`config.mk`:
```
export PLATFORM = sky130hd
export DESIGN_NAME = mem_bus_arbiter_flat
export DESIGN_NICKNAME = d
export VERILOG_FILES = /design/src/rtl/mem_bus_arbiter_if.sv /design/src/rtl/mem_bus_arbiter.sv /design/src/flat_wrapper.sv
export SDC_FILE = /design/constraint.sdc
export NUM_CORES = 1
export LEC_CHECK = 0
export ABC_AREA = 1
export BUFFER_PORTS_ARGS = -buffer_cell sky130_fd_sc_hd__buf_2
export CORE_MARGIN = 2
export CORE_UTILIZATION = 30
export CTS_BUF_LIST = sky130_fd_sc_hd__clkbuf_8
export DETAILED_ROUTE_END_ITERATION = 16
export GPL_TIMING_DRIVEN = 0
export PLACE_DENSITY_LB_ADDON = 0.25
export SLEW_MARGIN = 30
export SYNTH_ARGS = -nofsm -noshare
export SYNTH_HDL_FRONTEND = slang
export SYNTH_SLANG_ARGS = --single-unit
```
`constraint.sdc`:
```
create_clock -name clk -period 7.95 [get_ports clk]
set_input_delay 0.3975 -clock clk [delete_from_list [all_inputs] [get_ports clk]]
set_output_delay 0.3975 -clock clk [all_outputs]
set_load 0.03 [all_outputs]
```
`src/rtl/mem_bus_arbiter_if.sv`:
```
// Interface bundling the IF/MEM requester ports and the shared Wishbone-style bus
// of mem_bus_arbiter. The master modport is the arbiter's view; slave is the environment's.
//
// Handshake: a requester raises *_req_i and holds it, together with its address and
// write data, until it sees a one-cycle *_ack_o. The cycle in which *_ack_o is high is
// the consume cycle: the request may still be high but it does not start a new transfer.
// On the bus, cyc/stb are held from the grant edge until bus_ack_i is sampled high.
interface mem_bus_arbiter_if #(
    parameter int ADDR_W = 32,
    parameter int DATA_W = 32
);
    logic              if_req_i;
    logic [ADDR_W-1:0] if_addr_i;
    logic [DATA_W-1:0] if_data_o;
    logic              if_ack_o;
    logic              flush_i;

    logic              mem_req_i;
    logic              mem_we_i;
    logic [3:0]        mem_sel_i;
    logic [ADDR_W-1:0] mem_addr_i;
    logic [DATA_W-1:0] mem_wdata_i;
    logic [DATA_W-1:0] mem_rdata_o;
    logic              mem_ack_o;

    logic              bus_cyc_o;
    logic              bus_stb_o;
    logic              bus_we_o;
    logic [3:0]        bus_sel_o;
    logic [ADDR_W-1:0] bus_addr_o;
    logic [DATA_W-1:0] bus_wdata_o;
    logic [DATA_W-1:0] bus_rdata_i;
    logic              bus_ack_i;

    logic              stall_req_if_o;
    logic              stall_req_mem_o;
    logic              err_o;
    logic [1:0]        dbg_state;

    modport master (
        input  if_req_i, if_addr_i, flush_i,
        input  mem_req_i, mem_we_i, mem_sel_i, mem_addr_i, mem_wdata_i,
        input  bus_rdata_i, bus_ack_i,
        output if_data_o, if_ack_o, mem_rdata_o, mem_ack_o,
        output bus_cyc_o, bus_stb_o, bus_we_o, bus_sel_o, bus_addr_o, bus_wdata_o,
        output stall_req_if_o, stall_req_mem_o, err_o, dbg_state
    );

    modport slave (
        output if_req_i, if_addr_i, flush_i,
        output mem_req_i, mem_we_i, mem_sel_i, mem_addr_i, mem_wdata_i,
        output bus_rdata_i, bus_ack_i,
        input  if_data_o, if_ack_o, mem_rdata_o, mem_ack_o,
        input  bus_cyc_o, bus_stb_o, bus_we_o, bus_sel_o, bus_addr_o, bus_wdata_o,
        input  stall_req_if_o, stall_req_mem_o, err_o, dbg_state
    );
endinterface

```
`src/rtl/mem_bus_arbiter.sv`:
```
// Shares one Wishbone-style memory port between openmips instruction fetch and MEM stage.
// Optional bus-timeout abort is enabled by defining MEM_BUS_ARB_TIMEOUT_EN.
module mem_bus_arbiter #(
    parameter int ADDR_W  = 32,
    parameter int DATA_W  = 32,
    parameter int TIMEOUT = 255
) (
    input  logic clk,
    input  logic rst,
    mem_bus_arbiter_if.master bus
);

    typedef enum logic [1:0] {
        IDLE     = 2'd0,
        IF_BUSY  = 2'd1,
        MEM_BUSY = 2'd2,
        IF_DROP  = 2'd3
    } state_t;

    state_t            state;
    logic              last_was_mem;
    logic              cyc_q;
    logic              we_q;
    logic [3:0]        sel_q;
    logic [ADDR_W-1:0] addr_q;
    logic [DATA_W-1:0] wdata_q;
    logic [DATA_W-1:0] if_data_q;
    logic              if_ack_q;
    logic [DATA_W-1:0] mem_rdata_q;
    logic              mem_ack_q;

    logic arb_open;
    logic mem_wins;
    logic timed_out;

    // The ack cycle is the requester's consume cycle, so no new grant is made in it.
    assign arb_open = ~if_ack_q & ~mem_ack_q;
    assign mem_wins = bus.mem_req_i & (~bus.if_req_i | ~last_was_mem);

`ifdef MEM_BUS_ARB_TIMEOUT_EN
    localparam int CNT_W = (TIMEOUT < 256) ? 8 : $clog2(TIMEOUT + 1);

    logic [CNT_W-1:0] wait_cnt;
    logic             err_q;
    logic             in_wait;

    assign in_wait   = (state != IDLE) & ~bus.bus_ack_i;
    assign timed_out = in_wait & ((int'(wait_cnt) + 1) >= TIMEOUT);

    // Counter is held at zero in IDLE, so it starts from zero after every grant.
    always_ff @(posedge clk or posedge rst) begin
        if (rst) begin
            wait_cnt <= '0;
            err_q    <= 1'b0;
        end else begin
            err_q <= timed_out;
            if (state == IDLE) begin
                wait_cnt <= '0;
            end else if (in_wait) begin
                wait_cnt <= wait_cnt + 1'b1;
            end
        end
    end

    assign bus.err_o = err_q;
`else
    localparam int unused_timeout = TIMEOUT;

    assign timed_out = 1'b0;
    assign bus.err_o = 1'b0;
`endif

    always_ff @(posedge clk or posedge rst) begin
        if (rst) begin
            state        <= IDLE;
            last_was_mem <= 1'b0;
            cyc_q        <= 1'b0;
            we_q         <= 1'b0;
            sel_q        <= 4'h0;
            addr_q       <= '0;
            wdata_q      <= '0;
            if_data_q    <= '0;
            if_ack_q     <= 1'b0;
            mem_rdata_q  <= '0;
            mem_ack_q    <= 1'b0;
        end else begin
            if_ack_q  <= 1'b0;
            mem_ack_q <= 1'b0;
            case (state)
                IDLE: begin
                    if (arb_open) begin
                        if (mem_wins) begin
                            state        <= MEM_BUSY;
                            last_was_mem <= 1'b1;
                            cyc_q        <= 1'b1;
                            we_q         <= bus.mem_we_i;
                            sel_q        <= bus.mem_sel_i;
                            addr_q       <= bus.mem_addr_i;
                            wdata_q      <= bus.mem_wdata_i;
                        end else if (bus.if_req_i) begin
                            state        <= IF_BUSY;
                            last_was_mem <= 1'b0;
                            cyc_q        <= 1'b1;
                            we_q         <= 1'b0;
                            sel_q        <= 4'hF;
                            addr_q       <= bus.if_addr_i;
                            wdata_q      <= '0;
                        end
                    end
                end
                // A flush arriving with the completing ack still cancels the fetch.
                IF_BUSY: begin
                    if (bus.bus_ack_i) begin
                        state <= IDLE;
                        cyc_q <= 1'b0;
                        if (!bus.flush_i) begin
                            if_data_q <= bus.bus_rdata_i;
                            if_ack_q  <= 1'b1;
                        end
                    end else if (timed_out) begin
                        state <= IDLE;
                        cyc_q <= 1'b0;
                        if (!bus.flush_i) begin
                            if_data_q <= '0;
                            if_ack_q  <= 1'b1;
                        end
                    end else if (bus.flush_i) begin
                        state <= IF_DROP;
                    end
                end
                MEM_BUSY: begin
                    if (bus.bus_ack_i) begin
                        state       <= IDLE;
                        cyc_q       <= 1'b0;
                        mem_rdata_q <= bus.bus_rdata_i;
                        mem_ack_q   <= 1'b1;
                    end else if (timed_out) begin
                        state       <= IDLE;
                        cyc_q       <= 1'b0;
                        mem_rdata_q <= '0;
                        mem_ack_q   <= 1'b1;
                    end
                end
                // Cancelled fetch: keep the bus cycle open until the slave finishes it.
                IF_DROP: begin
                    if (bus.bus_ack_i || timed_out) begin
                        state <= IDLE;
                        cyc_q <= 1'b0;
                    end
                end
                default: begin
                    state <= IDLE;
                    cyc_q <= 1'b0;
                end
            endcase
        end
    end

    assign bus.bus_cyc_o       = cyc_q;
    assign bus.bus_stb_o       = cyc_q;
    assign bus.bus_we_o        = we_q;
    assign bus.bus_sel_o       = sel_q;
    assign bus.bus_addr_o      = addr_q;
    assign bus.bus_wdata_o     = wdata_q;
    assign bus.if_data_o       = if_data_q;
    assign bus.if_ack_o        = if_ack_q;
    assign bus.mem_rdata_o     = mem_rdata_q;
    assign bus.mem_ack_o       = mem_ack_q;
    assign bus.stall_req_if_o  = bus.if_req_i & ~if_ack_q;
    assign bus.stall_req_mem_o = bus.mem_req_i & ~mem_ack_q;
    assign bus.dbg_state       = state;

endmodule

```
`src/flat_wrapper.sv`:
```
// flat-port wrapper written by rule: the top's interface ports become plain ports
module mem_bus_arbiter_flat 
#(
    parameter int ADDR_W  = 32,
    parameter int DATA_W  = 32,
    parameter int TIMEOUT = 255
)
  (clk, rst, bus_if_req_i, bus_if_addr_i, bus_flush_i, bus_mem_req_i, bus_mem_we_i, bus_mem_sel_i, bus_mem_addr_i, bus_mem_wdata_i, bus_bus_rdata_i, bus_bus_ack_i, bus_if_data_o, bus_if_ack_o, bus_mem_rdata_o, bus_mem_ack_o, bus_bus_cyc_o, bus_bus_stb_o, bus_bus_we_o, bus_bus_sel_o, bus_bus_addr_o, bus_bus_wdata_o, bus_stall_req_if_o, bus_stall_req_mem_o, bus_err_o, bus_dbg_state);
  mem_bus_arbiter_if #(.ADDR_W(ADDR_W), .DATA_W(DATA_W)) bus_i ();
  input  logic clk;
  input  logic rst;
  input wire logic [$bits(bus_i.if_req_i)-1:0] bus_if_req_i;
  input wire logic [$bits(bus_i.if_addr_i)-1:0] bus_if_addr_i;
  input wire logic [$bits(bus_i.flush_i)-1:0] bus_flush_i;
  input wire logic [$bits(bus_i.mem_req_i)-1:0] bus_mem_req_i;
  input wire logic [$bits(bus_i.mem_we_i)-1:0] bus_mem_we_i;
  input wire logic [$bits(bus_i.mem_sel_i)-1:0] bus_mem_sel_i;
  input wire logic [$bits(bus_i.mem_addr_i)-1:0] bus_mem_addr_i;
  input wire logic [$bits(bus_i.mem_wdata_i)-1:0] bus_mem_wdata_i;
  input wire logic [$bits(bus_i.bus_rdata_i)-1:0] bus_bus_rdata_i;
  input wire logic [$bits(bus_i.bus_ack_i)-1:0] bus_bus_ack_i;
  output wire logic [$bits(bus_i.if_data_o)-1:0] bus_if_data_o;
  output wire logic [$bits(bus_i.if_ack_o)-1:0] bus_if_ack_o;
  output wire logic [$bits(bus_i.mem_rdata_o)-1:0] bus_mem_rdata_o;
  output wire logic [$bits(bus_i.mem_ack_o)-1:0] bus_mem_ack_o;
  output wire logic [$bits(bus_i.bus_cyc_o)-1:0] bus_bus_cyc_o;
  output wire logic [$bits(bus_i.bus_stb_o)-1:0] bus_bus_stb_o;
  output wire logic [$bits(bus_i.bus_we_o)-1:0] bus_bus_we_o;
  output wire logic [$bits(bus_i.bus_sel_o)-1:0] bus_bus_sel_o;
  output wire logic [$bits(bus_i.bus_addr_o)-1:0] bus_bus_addr_o;
  output wire logic [$bits(bus_i.bus_wdata_o)-1:0] bus_bus_wdata_o;
  output wire logic [$bits(bus_i.stall_req_if_o)-1:0] bus_stall_req_if_o;
  output wire logic [$bits(bus_i.stall_req_mem_o)-1:0] bus_stall_req_mem_o;
  output wire logic [$bits(bus_i.err_o)-1:0] bus_err_o;
  output wire logic [$bits(bus_i.dbg_state)-1:0] bus_dbg_state;
  assign bus_i.if_req_i = bus_if_req_i;
  assign bus_i.if_addr_i = bus_if_addr_i;
  assign bus_i.flush_i = bus_flush_i;
  assign bus_i.mem_req_i = bus_mem_req_i;
  assign bus_i.mem_we_i = bus_mem_we_i;
  assign bus_i.mem_sel_i = bus_mem_sel_i;
  assign bus_i.mem_addr_i = bus_mem_addr_i;
  assign bus_i.mem_wdata_i = bus_mem_wdata_i;
  assign bus_i.bus_rdata_i = bus_bus_rdata_i;
  assign bus_i.bus_ack_i = bus_bus_ack_i;
  assign bus_if_data_o = bus_i.if_data_o;
  assign bus_if_ack_o = bus_i.if_ack_o;
  assign bus_mem_rdata_o = bus_i.mem_rdata_o;
  assign bus_mem_ack_o = bus_i.mem_ack_o;
  assign bus_bus_cyc_o = bus_i.bus_cyc_o;
  assign bus_bus_stb_o = bus_i.bus_stb_o;
  assign bus_bus_we_o = bus_i.bus_we_o;
  assign bus_bus_sel_o = bus_i.bus_sel_o;
  assign bus_bus_addr_o = bus_i.bus_addr_o;
  assign bus_bus_wdata_o = bus_i.bus_wdata_o;
  assign bus_stall_req_if_o = bus_i.stall_req_if_o;
  assign bus_stall_req_mem_o = bus_i.stall_req_mem_o;
  assign bus_err_o = bus_i.err_o;
  assign bus_dbg_state = bus_i.dbg_state;
  mem_bus_arbiter #(.ADDR_W(ADDR_W), .DATA_W(DATA_W), .TIMEOUT(TIMEOUT)) u_core (.clk(clk), .rst(rst), .bus(bus_i));
endmodule
```
Word-level counts from Yosys, hierarchy flattened:

Cells that the tools add are included.

* register bits: 139
* input port bits: 139
* output and inout bits: 142
* word-level logic and storage cells: 64

* eq/ne operators: 8
* mux-type cells: 26
* bitwise gates (word level): 10
* reduce and logical (&&, ||, !) cells: 9

Operators by type and width (count)
* 32-bit two-way mux: 4
* 1-bit two-way mux: 12
* 2-bit two-way mux: 6
* 3-bit AND reduction: 3
* 4-bit two-way mux: 2
* 2-bit by 1-bit != test with 1-bit output (second input constant): 3
* 2-bit one-hot mux with 3 select lines: 1
* 1-bit inverter: 5
* 1-bit AND: 4
* 2-bit equality test (second input constant): 2
* 4-bit AND reduction: 1
* 3-bit by 2-bit != test with 1-bit output (second input constant): 1
* 3-bit != test (second input constant): 1
* 3-bit OR reduction: 1
* 2-bit by 1-bit equality test with 1-bit output (second input constant): 1
* 2-bit logical NOT: 1
* 1-bit one-hot mux with 2 select lines: 1
* 2-bit AND reduction: 1
* 2-bit nonzero test: 1
* 2-bit OR reduction: 1
* 1-bit OR: 1

Logic depth before layout (Yosys ltp):

* depth after elaboration: 6
* depth in mapped cells: 9
* gate-level depth less buffers: 7

Worst setup path before layout:

OpenSTA, ideal clock, no wires.

* path type: reg2reg
* start: register u_core.state[1] (netlist: u_core.bus.dbg_state[1])
* end: register u_core.addr_q[10] (netlist: u_core.bus.bus_addr_o[10])
* library setup time: 117 ps
* data arrival time: 1257 ps
* required time: 7833 ps
* setup slack: 6576 ps
* cell stages (with the launch flop): 7
* path through: dfrtp_1 nor2_4 nand2_4 buf_6 buf_4 nand2_1 nand2_1

* cells in the longest elaborated chain, start to end: 2

RTL lines
* start: declaration: line mem_bus_arbiter.sv:20 `state_t state;`
* start signal: assignment: line mem_bus_arbiter.sv:75 `state <= IDLE;`
* start signal: assignment: line mem_bus_arbiter.sv:93 `state <= MEM_BUSY;`
* start signal: assignment: line mem_bus_arbiter.sv:101 `state <= IF_BUSY;`
* 2-bit logical NOT: line mem_bus_arbiter.sv:89 `case (state)`
* 3-bit AND reduction (no source line)
* end signal: assignment: line mem_bus_arbiter.sv:98 `addr_q <= bus.mem_addr_i;`
* end signal: assignment: line mem_bus_arbiter.sv:106 `addr_q <= bus.if_addr_i;`
* end: declaration: line mem_bus_arbiter.sv:25 `logic [ADDR_W-1:0] addr_q;`

Every way passes these cells.
A chain may end at the register's enable or synchronous reset.

Final worst setup path:

* start: register u_core.state[1] (netlist: u_core.bus.dbg_state[1])
* end: output bus_dbg_state[1]

RTL lines
* end: declaration: line flat_wrapper.sv:35 `output wire logic [$bits(bus_i.dbg_state)-1:0] bus_dbg_state;`

No word-level cell between the ends.

==> results by group <==
Status
  • Status: finished, final reports clean

Synth
  • Cell Area, Synth: 6066 µm²
  • Post-Synth Adder-Cell Area: 0%
  • Sequential share of the synthesized area: 57.34%
  • YS warnings: 0
  • Syn_area_per_cell: 8.766 µm²
  • Area leader, netlist: dfrtp_1
  • Flops & latches, synth: 139
  • Largest family of logic cells by synthesized area: simple AND/OR/NAND/NOR gates
  • Top FF cell, synth: dfrtp_1
  • Top-count cell post-synth: nand2_1
  • Post-Synth XOR/XNOR Area: 0%
  • Area share of the largest cell type after synthesis: 57.34%
  • Simple-gate share of the synthesized area: 23.14%
  • Synth cell count leaders: nand2_1, dfrtp_1, inv_1, o21ai_1, o21ai_2
  • Top cells by area, synth: dfrtp_1, nand2_1, o21ai_2
  • Syn_nets: 831
  • EDFF count, synth: 0
  • Syn Inst Count: 692
  • Post-synthesis compound-gate area fraction: 10.91%
  • Synth cell types: 21
  • Multiplexer area fraction after synthesis: 0%
  • Async set-reset flop share out of synthesis: 100.0%

Power
  • Worst VDD drop: 0.1866 mV
  • Leak: 0.004791 µW
  • Clock power frac: 18.7%
  • Power share of the combinational group: 49.0%
  • NetSw: 1752 µW
  • PwrDens: 446.2 nW/µm²
  • Sequential power share: 32.3%
  • P_int: 1960 µW
  • Sw Share: 47.20%

Setup path
  • Critical-path cell list: buf_2
  • Worst Reg2Reg Path Length in Cells: 6
  • R2R Path End: u_core.bus.bus_addr_o[9]$_DFFE_PP0P_
  • Critical path class: flip-flop to primary output
  • Worst path top cell family by delay: flip-flops
  • Crit path DAT: 1.21 ns
  • Worst setup SP type: flip-flop
  • Worst reg-to-reg setup slack: 6.50 ns
  • CP max FO: 7
  • CP Capture Type: primary output
  • Worst path bufs/invs: 1
  • Required @ worst endpoint: 7.55 ns
  • Reg2reg start: u_core.bus.dbg_state[1]$_DFFE_PP0P_
  • CP max stage delay: 0.51 ns
  • Slowest CP cell: dfrtp_1

Final layout
  • Finished Core Util: 41.52%
  • Diodes inserted: 0
  • FILL cells: 2067
  • Final Non-Filler Cells: 1275
  • Register area: 3478 µm²
  • Area grow syn2layout: 37.17%
  • Share of post-route cells with drive strength above 1: 39.40%
  • Finished Cell Area: 8320 µm²
  • Area of the multi-input gates: 2069 µm²
  • NumNets Final: 1131

Global routing
  • First-pass GRT wire length: 29830 µm
  • Largest net degree at the start of global routing: 72
  • Grt met2 use: 28.89%
  • Vias in the first global route: 5576
  • Overall routing resource usage: 17.66%
  • GRT Residual Overflow: 0
  • M3 GR Usage: 6.969%
  • Initial antenna violation count: 0
  • GR peak layer: met2
  • M1 GR Usage: 22.04%

Floorplanning
  • CORE AREA: 20040 µm²
  • Starting Density: 30.27%
  • Die height: 146.2 µm
  • DIE AREA: 21370 µm²
  • Rows: 52
  • # IOs: 281
  • Die X: 146.2 µm

STA
  • Final worst slack: 6.339 ns
  • Slew margin rel.: 65.73%
  • Least-Margin Pin Slew: 0.5140 ns
  • Final worst path period need: 1.611 ns
  • Max-slew violations: 0
  • Max Freq: 620.7 MHz
  • Worst Clk Skew: 0.01337 ns
  • Setup Viol. Count Final: 0
  • TNS Setup: 0 ns
  • RSZ-0062 raised after global routing: false
  • Final Cycle Share: 20.27%
  • Hold Fails Final Rpt: 0

Worst hold path
  • Hold WC Path Type: input port to flip-flop
  • Hold Path Sink: u_core.bus.bus_sel_o[2]$_DFFE_PP0P_
  • Worst Hold Depth: 3
  • Worst hold start: bus_mem_sel_i[2]

CTS
  • Num CTS Buffers: 17
  • CTS Root Cell: clkbuf_8
  • Worst-path clk slew: 0.08 ns
  • Post-CTS setup buffer count: 0
  • # clock sinks: 139
  • CTS tree: done
  • Clock Tree Buf Depth: 2
  • H-tree levels: 4
  • Latest clock arrival within the worst-skew pair: 0.45 ns

Detailed routing
  • Starting DRT DRC Count: 220
  • Post-DRT Antenna Nets: 0
  • DR vias/cell: 4.325
  • DR pass1 iterations: 4
  • Routed WL per cell: 14.54 µm
  • Total wire length: 18540 µm
  • Via count: 5515
  • DRC: 0

Place
  • Inst Count DP: 1242
  • Placed instance area: 7835 µm²
  • Buffers on Ports: 279
  • Gp weighted congestion: 0.8056
  • Pre-CTS WS: 6.364 ns
  • Hpwl dp: 13640 µm

Job
  • Max-capacitance violation count: 0
## layout by cell type, fill, tap and decap left out, drive strengths merged
cell	count
nand2	349
conb	1
nand3	5
clkbuf	22
o211ai	1
dfrtp	139
bufinv	5
clkinvlp	1
buf	318
inv	48
nor2	8
clkinv	4
o21ai	103
dlygate4sd3	1
## metrics by stage
stage               hold WS (ns)  total power, µW
floorplan                 0.4529             2459
global placement          0.4581             3037
detailed placement        0.4624             3058
CTS                     0.001129             3763
global route              0.1697             3965
finish                    0.1869             3712
## kinds of logic after synthesis
group | Yosys count
AND/OR/NAND/NOR | 362
flip-flops | 139
buffers and inverters | 86
AO/OA/AOI/OAI | 104
other | 1
## registers in the layout (all words and copies together) (netlist names)
register,flops
u_core.bus.bus_addr_o,32
u_core.bus.bus_wdata_o,32
u_core.bus.if_data_o,32
u_core.bus.mem_rdata_o,32
u_core.bus.bus_sel_o,4
u_core.bus.dbg_state,2
u_core.bus.bus_cyc_o,1
u_core.bus.bus_we_o,1
u_core.bus.if_ack_o,1
u_core.bus.mem_ack_o,1
u_core.last_was_mem,1
## tightest hold or removal path, delay by kind of cell
| kind | cells | cell delay (ns) |
|---|---|---|
| compound gates | 1 | 0.07 |
| simple gates | 1 | 0.06 |
| buf+inv | 1 | 0.07 |
## final cells by class
cell class	count	share of cell area, %
Inverter	45	2.120
Timing Repair Buffer	281	17.23
Tap cell	270	4.060
Sequential cell	139	41.80
Multi-Input combinational cell	467	24.87
Buffer	41	4.195
Clock inverter	13	2.571
Clock buffer	19	3.143
## per-layer routing
layer  vias up  share of wire (%)  routed length (µm)
met1      2552                 44                8084
met4         0               0.77                 142
met5         -                  0                   0
met2       217                 46                8580
li1       2735                  -                   -
met3        11                9.4                1736
## worst max path at each step
stage | start | end | slack (ns) | cells past startpoint
after floorplan | rst | u_core.bus.bus_addr_o[0]$_DFFE_PP0P_ | 3.83 | 1
after global placement | rst | u_core.bus.bus_cyc_o$_DFFE_PP0P_ | 1.89 | 2
after detailed placement | bus_if_req_i | u_core.bus.bus_addr_o[12]$_DFFE_PP0P_ | 6.36 | 9
after CTS | u_core.bus.dbg_state[1]$_DFFE_PP0P_ | bus_dbg_state[1] | 6.30 | 1
after global routing | u_core.bus.dbg_state[1]$_DFFE_PP0P_ | bus_dbg_state[1] | 6.25 | 1
final | u_core.bus.dbg_state[1]$_DFFE_PP0P_ | bus_dbg_state[1] | 6.34 | 1
## repair_timing
item / in CTS / in global routing
gates resized for setup: 0 / 0
endpoints found under the hold margin: 0 / 2
hold buffers: 0 / 1
## power groups by stage
stage / Clock (µW) / Sequential [µW] / Combinational [µW]
3_3_place_gp: 0 / 1200 / 1840
2_1_floorplan: 0 / 1830 / 632
3_5_place_dp: 0 / 1210 / 1850
4_1_cts: 712 / 1200 / 1850
6_report: 695 / 1200 / 1820
5_1_grt: 742 / 1240 / 1980
Note: power is estimated with default switching activity, not from simulation.
